**config.mk**
```make
export PLATFORM = sky130hd
export DESIGN_NAME = sprite_blitter
export DESIGN_NICKNAME = d
export VERILOG_FILES = /design/src/rtl/sprite_pkg.sv /design/src/rtl/blit_xy_counter.sv /design/src/rtl/sprite_blitter.sv
export SDC_FILE = /design/constraint.sdc
export NUM_CORES = 1
export LEC_CHECK = 0
export BUFFER_PORTS_ARGS = -buffer_cell sky130_fd_sc_hd__buf_4
export CAP_MARGIN = 5
export CORE_ASPECT_RATIO = 1.25
export CORE_UTILIZATION = 50
export DETAILED_ROUTE_END_ITERATION = 6
export PLACE_DENSITY = 0.76
export SKIP_LAST_GASP = 1
export SLEW_MARGIN = 40
export SYNTH_ARGS = -nofsm -noshare
export SYNTH_HDL_FRONTEND = slang
export SYNTH_HIERARCHICAL = 1
export SYNTH_SLANG_ARGS = --single-unit
```
**constraint.sdc**
```tcl
create_clock -name Clk -period 5.7 [get_ports Clk]
set_input_delay 0.285 -clock Clk [delete_from_list [all_inputs] [get_ports Clk]]
set_output_delay 0.285 -clock Clk [all_outputs]
set_load 0.01 [all_outputs]
```
**src/rtl/sprite_pkg.sv**
```systemverilog
// Shared sprite and frame-buffer geometry, key color and blitter state encoding.
// The sprite ROM modules import the same constants so geometry stays consistent.
package sprite_pkg;

  localparam int SPR_W = 20;
  localparam int SPR_H = 22;
  localparam int FB_W  = 320;
  localparam int FB_H  = 240;

  localparam logic [11:0] TRANSPARENT = 12'h808;

  typedef enum logic [1:0] {
    IDLE,
    READ,
    WRITE,
    DONE
  } state_t;

endpackage

```
**src/rtl/blit_xy_counter.sv**
```systemverilog
// Column/row walker over one sprite: x runs across a row, then y steps down.
// Provides a flag that is high while the counters sit on the final pixel.
module blit_xy_counter #(
  parameter  int SPR_W = sprite_pkg::SPR_W,
  parameter  int SPR_H = sprite_pkg::SPR_H,
  localparam int X_W   = $clog2(SPR_W),
  localparam int Y_W   = $clog2(SPR_H)
) (
  input  logic           Clk,
  input  logic           Reset,
  input  logic           clr,
  input  logic           inc,
  output logic [X_W-1:0] x,
  output logic [Y_W-1:0] y,
  output logic           last
);

  logic row_end;
  logic col_end;

  assign row_end = (x == X_W'(SPR_W - 1));
  assign col_end = (y == Y_W'(SPR_H - 1));
  assign last    = row_end && col_end;

  // NOTE: clocked state is written only with non-blocking assignments so every
  // reader of x and y sees the pre-edge value, independent of block order.
  always_ff @(posedge Clk) begin
    if (Reset || clr) begin
      x <= '0;
      y <= '0;
    end else if (inc) begin
      if (row_end) begin
        x <= '0;
        y <= col_end ? '0 : y + 1'b1;
      end else begin
        x <= x + 1'b1;
      end
    end
  end

endmodule

```
**src/rtl/sprite_blitter.sv**
```systemverilog
// Copies one palette sprite from a combinational ROM into the frame buffer,
// skipping the key color, optionally mirrored, clipped at the screen edge.
module sprite_blitter #(
  parameter int          SPR_W       = sprite_pkg::SPR_W,
  parameter int          SPR_H       = sprite_pkg::SPR_H,
  parameter int          FB_W        = sprite_pkg::FB_W,
  parameter int          FB_H        = sprite_pkg::FB_H,
  parameter logic [11:0] TRANSPARENT = sprite_pkg::TRANSPARENT
) (
  input  logic        Clk,
  input  logic        Reset,
  input  logic        start,
  input  logic [9:0]  pos_x,
  input  logic [8:0]  pos_y,
  input  logic        mirror,
  output logic        busy,
  output logic        done,
  output logic [8:0]  rom_addr,
  input  logic [11:0] rom_color,
  output logic        fb_we,
  output logic [16:0] fb_addr,
  output logic [11:0] fb_data,
  input  logic        fb_ready
);

  import sprite_pkg::*;

  localparam int X_W = $clog2(SPR_W);
  localparam int Y_W = $clog2(SPR_H);

  state_t         state;
  logic [9:0]     pos_x_q;
  logic [8:0]     pos_y_q;
  logic           mirror_q;

  logic [X_W-1:0] x;
  logic [Y_W-1:0] y;
  logic           last;
  logic           cnt_clr;
  logic           cnt_inc;

  logic [X_W-1:0] col;
  logic [10:0]    x_sum;
  logic [9:0]     y_sum;
  logic           on_screen;
  logic           pix_needed;
  logic [16:0]    pix_addr;
  logic           stall;

  blit_xy_counter #(
    .SPR_W (SPR_W),
    .SPR_H (SPR_H)
  ) u_counter (
    .Clk   (Clk),
    .Reset (Reset),
    .clr   (cnt_clr),
    .inc   (cnt_inc),
    .x     (x),
    .y     (y),
    .last  (last)
  );

  // Sums are one bit wider than the position so a sprite hanging past the
  // right or bottom edge compares as off-screen instead of wrapping.
  always_comb begin
    col        = mirror_q ? X_W'(SPR_W - 1) - x : x;
    rom_addr   = 9'(y) * 9'(SPR_W) + 9'(col);
    x_sum      = 11'(pos_x_q) + 11'(x);
    y_sum      = 10'(pos_y_q) + 10'(y);
    on_screen  = (x_sum < 11'(FB_W)) && (y_sum < 10'(FB_H));
    pix_needed = (rom_color != TRANSPARENT) && on_screen;
    pix_addr   = 17'(y_sum) * 17'(FB_W) + 17'(x_sum);
    stall      = fb_we && !fb_ready;
    cnt_clr    = (state == IDLE) && start;
    cnt_inc    = (state == WRITE) && !stall;
  end

  always_ff @(posedge Clk) begin
    if (Reset) begin
      state    <= IDLE;
      busy     <= 1'b0;
      done     <= 1'b0;
      fb_we    <= 1'b0;
      fb_addr  <= '0;
      fb_data  <= '0;
      pos_x_q  <= '0;
      pos_y_q  <= '0;
      mirror_q <= 1'b0;
    end else begin
      case (state)
        IDLE: begin
          if (start) begin
            pos_x_q  <= pos_x;
            pos_y_q  <= pos_y;
            mirror_q <= mirror;
            busy     <= 1'b1;
            state    <= READ;
          end
        end
        READ: begin
          fb_data <= rom_color;
          if (pix_needed) fb_addr <= pix_addr;
          fb_we   <= pix_needed;
          state   <= WRITE;
        end
        WRITE: begin
          // A skipped pixel never waits; a needed one holds address and data until accepted.
          if (!stall) begin
            fb_we <= 1'b0;
            state <= last ? DONE : READ;
          end
        end
        DONE: begin
          // First DONE cycle raises done; second drops it and returns to IDLE.
          if (done) begin
            done  <= 1'b0;
            busy  <= 1'b0;
            state <= IDLE;
          end else begin
            done <= 1'b1;
          end
        end
        default: state <= IDLE;
      endcase
    end
  end

endmodule
```
# --- Yosys cells after proc, flatten, opt, wreduce, memory -nomap -nowiden ---
# Cells that the tools add are included.
classes:
  n_addsub: 7
  n_mul: 2
  n_div: 0
  n_lt_le_gt_ge: 2
  n_eq_ne: 9
  n_shift: 0
  muxes: 14
  bitwise: 0
  n_reduce_logical: 18
op_table:
  columns: ["op", "count"]
  rows:
  - ["adder 17 x 11 -> 17 bit", 1]
  - ["two-way mux 5 bit", 3]
  - ["!= test 12 bit (second input constant)", 1]
  - ["adder 10 x 5 -> 11 bit", 1]
  - ["< comparator 11 x 9 -> 1 bit (second input constant)", 1]
  - ["multiplier 10 x 3 -> 11 bit (second input constant)", 1]
  - ["adder 5 x 1 -> 5 bit (second input constant)", 2]
  - ["adder 9 x 5 -> 10 bit", 1]
  - ["== test 5 bit (second input constant)", 2]
  - ["< comparator 10 x 8 -> 1 bit (second input constant)", 1]
  - ["adder 9 x 5 -> 9 bit", 1]
  - ["two-way mux 2 bit", 4]
  - ["case mux 2 bit (4 select lines)", 1]
  - ["AND reduction 2 bit", 4]
  - ["multiplier 5 x 3 -> 7 bit (second input constant)", 1]
  - ["logical AND 1 bit", 6]
  - ["!= test 2 bit (second input constant)", 3]
  - ["AND reduction 3 bit", 2]
  - ["subtractor 5 bit (first input constant)", 1]
  - ["== test 2 bit (second input constant)", 2]
  - ["two-way mux 1 bit", 4]
  - ["case mux 1 bit (2 select lines)", 2]
  - ["nonzero test 2 bit", 2]
  - ["== test 2 x 1 -> 1 bit (second input constant)", 1]
  - ["3 further kinds", 4]
word_totals:
  register_bits: 64
  latch_bits: 0
  ram_bits: 0
  romBits: 0
  in_bits: 36
  output_inout_bits: 41
  elab_cells: 63
  mem_count: 0

# --- Depth between registers and ports, before layout ---
# Gate-level depths: netlist of run 1.
depth:
  ltp_word: 5
  mapped_depth: 18
  ltp_nobuf: 18

# --- Modules after synthesis ---
# Netlist of run 1, hierarchy kept.
modules_own_cells:
  columns: ["mod", "n_inst", "cells_each", "area_each_um2", "seq_area_each_um2"]
  rows:
  - ["sprite_blitter", 1, 461, 3751.1, 1081.0]
  - ["blit_xy_counter", 1, 57, 528.0, 200.2]

# --- Least setup slack after synthesis of run 1 ---
# Ideal clock, no wire load.
synth_path:
  path_kind: "register to register"
  start: "register u_counter.y[0]"
  end: "register fb_addr[16]"
  setup_ns: 0.086
  arrival_time_ns: 3.623
  t_required_ns: 5.614
  slack_ns: 1.992
  stages_incl_launch_ff: 18
  path_buffers: 0
  period_less_slack_ns: 3.708
  cell_sequence: "dfxtp_1 -> ha_1 -> inv_1 -> fa_1 -> nand2b_1 -> a21oi_1 -> nor2_1 -> ha_1 -> inv_1 -> fa_1 -> inv_1 -> ha_1 -> inv_1 -> a21oi_1 -> o2111ai_1 -> nand3b_1 -> xnor2_1 -> a211oi_1"
synth_between:
  elab_chain_cells: 5
  elab_cells_between_ends: 7
  cone_classes: "add/sub (2); mul (1); order compare (1); reduce/logical (3)"
synth_lines:
  columns: ["item", "line_no", "text"]
  rows:
  - ["start, declared", "blit_xy_counter.sv:14", "output logic [Y_W-1:0] y,"]
  - ["start signal, assigned", "blit_xy_counter.sv:34", "y <= col_end ? '0 : y + 1'b1;"]
  - ["adder 9 x 5 -> 10 bit *", "sprite_blitter.sv:69", "y_sum = 10'(pos_y_q) + 10'(y);"]
  - ["parallel branches: the longest is 4 deep, another holds adder 17 x 11 -> 17 bit", null, null]
  - ["end signal, assigned", "sprite_blitter.sv:102", "if (pix_needed) fb_addr <= pix_addr;"]
  - ["end, declared", "sprite_blitter.sv:21", "output logic [16:0] fb_addr,"]
# Every way passes the cells marked *.
# A chain may end at the register's enable or synchronous reset.

# --- Worst setup path after layout of run 1 ---
# Same ends and word-level chain as after synthesis.

==> results of run 1 <==
worst paths after layout:
path	endpoint	cells past startpoint
setup / recovery	fb_addr[16]	17
hold reg to reg	fb_data[2]	2
hold / removal	pos_x_q[4]	3
setup reg to reg	fb_addr[16]	17
area by class of cell:
cell class / instances / area, um2
fill: 742 / 3150
multi-input combinational: 411 / 2810
sequential: 64 / 1280
timing repair buffer: 77 / 578
clock inverter: 7 / 125
clock buffer: 9 / 124
tap: 97 / 121
inverter: 25 / 93.8
registers in the layout, summed over array words and instances, names as in the netlist, 2 cells and up:
signal / count
state: 2
fb_data: 12
fb_addr: 17
pos_y_q: 9
u_counter/y: 5
pos_x_q: 10
u_counter/x: 5
kinds of logic (layout without fill, tap and decap cells):
| group | count (synthesis) | count (layout) | share of synthesized area, % |
|---|---|---|---|
| AOI/OAI and AO/OA | 145 | 145 | 21.1 |
| xor gates and xnor gates | 40 | 40 | 8.54 |
| adders and majority gates | 48 | 48 | 15.1 |
| buffers and inverters | 43 | 118 | 4.33 |
| DFF | 64 | 64 | 29.9 |
| muxes | 4 | 4 | 0.936 |
| and+or+nand+nor | 174 | 174 | 20.1 |
worst max-delay path, delay by kind of cell, from the launching register on:
family	cells	cell delay [ps]
adders and majority gates	5	1810
AOI/OAI and AO/OA	4	800
and+or+nand+nor	3	570
DFF	1	480
buffers and inverters	4	230
xor gates and xnor gates	1	140
cell usage after synthesis, types with 10 or more instances:
library cell	count	area, um2
nor2_1	28	105
nand3_1	14	70.1
nand2_1	77	289
ha_1	42	526
o21ai_0	28	140
clkbuf_1	14	52.6
a21o_1	10	75.1
a21oi_1	68	340
xnor2_1	24	210
inv_1	25	93.8
xor2_1	14	123
dfxtp_1	64	1280
a211oi_1	11	82.6
metal layers:
layer / vias up / global-route usage [%] / share of wire [%]
met5: - / 0 / 0
met4: 0 / 9.44 / 1.8
met3: 19 / 3.05 / 3.4
met2: 97 / 39.0 / 51
met1: 1805 / 25.8 / 44
li1: 1964 / - / -
power by group:
| part | internal [mW] | switching, mW |
|---|---|---|
| Clock | 0.296 | 0.196 |
| Combinational | 0.111 | 0.136 |
| Sequential | 0.478 | 0.0262 |
==> metrics, run 1 <==
Power Dens Cells=242 mW/mm2; DP Cell Count=674; r2r setup slk=around 1600 ps; DRT antenna net count=0; non-filler cells, final=690; Core Util, Final=~62%; Critical Path, Cell by Cell=ha_1 > inv_1 > fa_1 > nand2b_1 > a21oi_1 > nor2_1 > ha_1 > inv_1 > fa_1 > inv_1 > ha_1 > inv_1 > a21oi_1 > o2111ai_1 > nand3b_1 > xnor2_1 > a211oi_1; Ant. Diodes=0; nets@finish=between 600 and 700; worst-case clock skew=11.3 ps; Worst Setup End Kind=register; Design Area, Final=0.00514 mm2; post-CTS setup buffers=0; Avg WL per Cell=~14 um; clk root buf=clkbuf_8; Design Power=roughly 1.2 mW; commonest cells after routing, fill and taps aside=77 x nand2_1, 77 x buf_4, 68 x a21oi_1; Die Wd=84.7 um; gpl congestion=0.874; leakage=between 2 and 2.5 nW; hold slack final=about 170 ps; Port Buffer Count=76; critical path peak fanout=8; clk sinks=64; clk buf depth=2; Skew-Pair Late Insertion Delay=350 ps; num ports=77; DP Wirelength=approximately 7300 um; drt total wl=between 9000 and 10000 um; # H-tree levels=3; Unique masters post-synth=between 60 and 70; violated checks=design-rule violations; syn nets=around 600; max-cap check violation count=0; total CTS buffers=9; vias in the first global route=roughly 3500; Mapped Area=approximately 0.0043 mm2; yosys warns=6; flops & latches, synth=64; sequential cell area fraction in the yosys report=~30%; final setup fails=0; Core Area=between 0.008 and 0.009 mm2; vias=between 3000 and 4000; area post-placement=a little under 0.005 mm2; Die ar.=0.00893 mm2; Worst Min Path Start=pos_x[4]; drt pass-1 iters=7; Tightest Hold Check Type=input pin to register; Syn Area/Cell=just over 8 um2; Synth async-reset ratio=0%; share of cells above drive strength 1=18.2%; synthesis-to-finish area growth=20.0%; Worst Path Arrival=~4400 ps; first-pass GRT wire length=roughly 16000 um; total grt overflow=0; min cycle time layout=between 4000 and 5000 ps; starting density of the core=between 50% and 60%; Critical Path Source=u_counter/y[0]; Max Slew Vio Count=0; RSZ-0062 raised after global routing=no; largest net degree at the start of global routing=57; CTS tree=done; antenna violations before repair=0; GRT Util Overall=about 22%; TNS Setup=0 ps; R2R Path Start=u_counter/y[0]; Post-route DRC=1; row count=37; die height=105 um; fmax=0.244 GHz; slowest CP cell=fa_1; CP max stage delay=about 530 ps; worst slack, placed=1620 ps; Hold Buf Count CTS=0; CP startpoint kind=register; Clk pin slew, worst setup/hold paths=approximately 80 ps; CP most frequent cell=inv_1; status=finished with violations; Post-synth top flop=dfxtp_1; Cells after Synth=about 520; final worst path period share=a little under three quarters; post-route setup slack=~1600 ps; vias per cell=between 5 and 6; critical path required time=5960 ps; Post-synth EDFFs=0; critical setup path kind=register to register; Peak VDD IR=between 0.1 and 0.15 mV; Tightest Pin Transition=between 800 and 900 ps; final hold violations=0; Worst slew margin=about 45%; number of DRC markers in iteration 0=162; count of cells resized by post-cts repair=0
No activity file was read; power rests on OpenSTA's default activity.
==> run 2, diff against run 1 <==
--- a/config.mk
+++ b/config.mk
@@ -5,12 +5,13 @@
 export SDC_FILE = /design/constraint.sdc
 export NUM_CORES = 1
 export LEC_CHECK = 0
+export ABC_AREA = 1
 export BUFFER_PORTS_ARGS = -buffer_cell sky130_fd_sc_hd__buf_4
 export CAP_MARGIN = 5
 export CORE_ASPECT_RATIO = 1.25
 export CORE_UTILIZATION = 50
 export DETAILED_ROUTE_END_ITERATION = 6
-export PLACE_DENSITY = 0.76
+export PLACE_DENSITY = 0.75
 export SKIP_LAST_GASP = 1
 export SLEW_MARGIN = 40
 export SYNTH_ARGS = -nofsm -noshare
==> constraint.sdc (replaced) <==
create_clock -name Clk -period 3.92 [get_ports Clk]
set_input_delay 0.196 -clock Clk [delete_from_list [all_inputs] [get_ports Clk]]
set_output_delay 0.196 -clock Clk [all_outputs]
set_load 0.01 [all_outputs]
==> metrics, run 2 <==
Worst Path Arrival=4010 ps (was 4360 ps); Cells after Synth=683 (was 518); max-cap check violation count=0 (unchanged); Avg WL per Cell=12.1 um (was 14.0 um); Syn Area/Cell=6.66 um2 (was 8.26 um2); clk root buf=clkbuf_8 (unchanged); # H-tree levels=3 (unchanged); Synth area leader=dfxtp_1 (unchanged); worst-case clock skew=17.5 ps (was 11.3 ps); critical path peak fanout=4 (was 8); most numerous cell in the Yosys netlist=nand2_1 (unchanged); Core Area=0.00875 mm2 (was 0.00829 mm2); commonest cells after routing, fill and taps aside=179 x nand2_1, 109 x nor2_1, 91 x buf_4 (was 77 x nand2_1, 77 x buf_4, 68 x a21oi_1); min cycle time layout=3770 ps (was 4100 ps); CTS tree=done (unchanged); sequential cell area fraction in the yosys report=28.2% (was 29.9%); Tightest Hold Check Type=input pin to register (unchanged); DRT antenna net count=0 (unchanged); hold slack final=93.8 ps (was 172 ps); critical path required time=4160 ps (was 5960 ps); Post-synth top flop=dfxtp_1 (unchanged); Top Registers=fb_addr (17), fb_data (12), pos_x_q (10) (unchanged); final setup fails=0 (unchanged); critical setup path kind=register to register (unchanged); yosys warns=6 (unchanged); Synth async-reset ratio=0% (unchanged); Max Slew Vio Count=0 (unchanged); Skew-Pair Late Insertion Delay=350 ps (about the same); vias in the first global route=4267 (was 3520); clk buf depth=2 (unchanged); Biggest register=fb_addr (unchanged); Hold Buf Count CTS=0 (unchanged); Largest register FFs=17 (unchanged); Power Dens Cells=340 mW/mm2 (was 242 mW/mm2); drt total wl=10800 um (was 9690 um); first-pass GRT wire length=18500 um (was 15700 um); Post-route DRC=0 (was 1); Core Util, Final=63.1% (was 62.0%); die height=109 um (was 105 um); vias per cell=4.92 (was 5.63); Die ar.=0.00949 mm2 (was 0.00893 mm2); fmax=0.265 GHz (was 0.244 GHz); syn nets=767 (was 602); status=complete, no violations (was finished with violations); Ant. Diodes=0 (unchanged); Worst Setup End Kind=register (unchanged); vias=4390 (was 3885); final hold violations=0 (unchanged); clk sinks=64 (unchanged); share of cells above drive strength 1=17.7% (was 18.2%); final worst path period share=96.2% (was 71.9%); Post-synth EDFFs=0 (unchanged); gpl congestion=0.864 (was 0.874); row count=38 (was 37); Port Buffer Count=76 (unchanged); antenna violations before repair=0 (unchanged); top post-synthesis cells by count=181 x nand2_1, 110 x nor2_1, 86 x inv_1 (was 77 x nand2_1, 68 x a21oi_1, 64 x dfxtp_1); Peak VDD IR=0.199 mV (was 0.124 mV); Synth top area share=28.2% (was 29.9%); drt pass-1 iters=5 (was 7); Mapped Area=0.00455 mm2 (was 0.00428 mm2); number of DRC markers in iteration 0=223 (was 162); num ports=77 (unchanged); top area cells in the synthesized netlist=dfxtp_1 28%, nand2_1 15%, ha_1 12% (was dfxtp_1 30%, ha_1 12%, a21oi_1 8.0%); synthesis-to-finish area growth=21.4% (was 20.0%); commonest non-fill, non-tap cell in the layout=nand2_1; total CTS buffers=9 (unchanged); starting density of the core=52.0% (was 51.6%); total grt overflow=0 (unchanged); leakage=2.90 nW (was 2.26 nW); DP Wirelength=8550 um (was 7340 um); Worst slew margin=62.7% (was 44.8%); GRT Util Overall=24.7% (was 21.8%); Tightest Pin Transition=559 ps (was 826 ps); TNS Setup=0 ps (unchanged); flops & latches, synth=64 (unchanged); CP startpoint kind=register (unchanged); largest net degree at the start of global routing=35 (was 57); Clk pin slew, worst setup/hold paths=80 ps (about the same); nets@finish=853 (was 672); Die Wd=87.3 um (was 84.7 um); Unique masters post-synth=37 (was 62)
[run 2: metrics by stage]
step / area [um2] / power [mW] / worst slack [ps] / std cells
finish: 5520 / 1.88 / 149 / 893
detailed placement: 5250 / 1.39 / 25.7 / 873
floorplan: 4550 / 1.19 / 153 / 683
global placement: 5250 / 1.38 / 177 / 873
global route: 5520 / 2.01 / -37.5 / 893
CTS: 5410 / 1.87 / 9.54 / 888
[run 2: area by class of cell]
class,instances,area (um2)
fillers,859,3230
multi-input cells,513,2910
flip-flops and latches,64,1280
repair buffers,91,683
inverters,90,338
well taps,120,150
clock buffers,11,131
clock inverters,4,22.5
[run 2: logic make-up (layout without fill, tap and decap cells)]
| family | count (synthesis) | in the layout | synth area share, % |
|---|---|---|---|
| compound gates | 73 | 73 | 8.55 |
| xor+xnor | 28 | 28 | 5.39 |
| fa+ha+maj | 48 | 48 | 14.2 |
| buf+inv | 106 | 196 | 9.43 |
| flops | 64 | 64 | 28.2 |
| simple gates | 364 | 364 | 34.3 |
[run 2: what timing repair did]
item                                    4_1_cts  5_1_grt
setup buffers                                 0        5
endpoints found under the setup margin        0        5
resized for setup                             0       16
hold endpoints to repair                      0        0
[run 2: final timing paths]
kind / to / from / slack (ps) / cells after the start
hold / removal: fb_we / Reset / 90 / 2
setup / recovery: fb_addr[13] / pos_y_q[0] / 150 / 24
hold reg to reg: fb_addr[10] / fb_addr[10] / 480 / 2
setup reg to reg: fb_addr[13] / pos_y_q[0] / 150 / 24
[run 2: layer usage]
metal	vias to the layer above	wire length, um	share of wire (%)	global-route usage [%]
met1	1974	4740	44	28.2
met5	-	0	0	0
met2	69	5560	52	45.2
met3	19	240	2.2	4.09
met4	0	237	2.2	9.95
li1	2328	-	-	-
[run 2: worst max-delay path: stages, from the launching register on]
cell and delay (ps):
dfxtp_2 350, ha_4 130, inv_2 40, fa_2 400, inv_2 70, nand2_1 50, nand2_1 80, nand2_1 70
xor2_1 170, inv_1 110, ha_4 280, inv_1 50, fa_1 540, inv_1 70, ha_4 290, nand2_2 60
o21bai_4 170, nand3_2 90, nand2_2 70, nor2_4 140, buf_4 120, xor2_1 150, nand2_1 70, nand2_1 70
nor2_1 40
[run 2: power by group]
part	total (mW)	switching, mW	internal [mW]
sequential	0.782	0.0549	0.727
clock	0.471	0.249	0.223
combinational	0.621	0.354	0.267
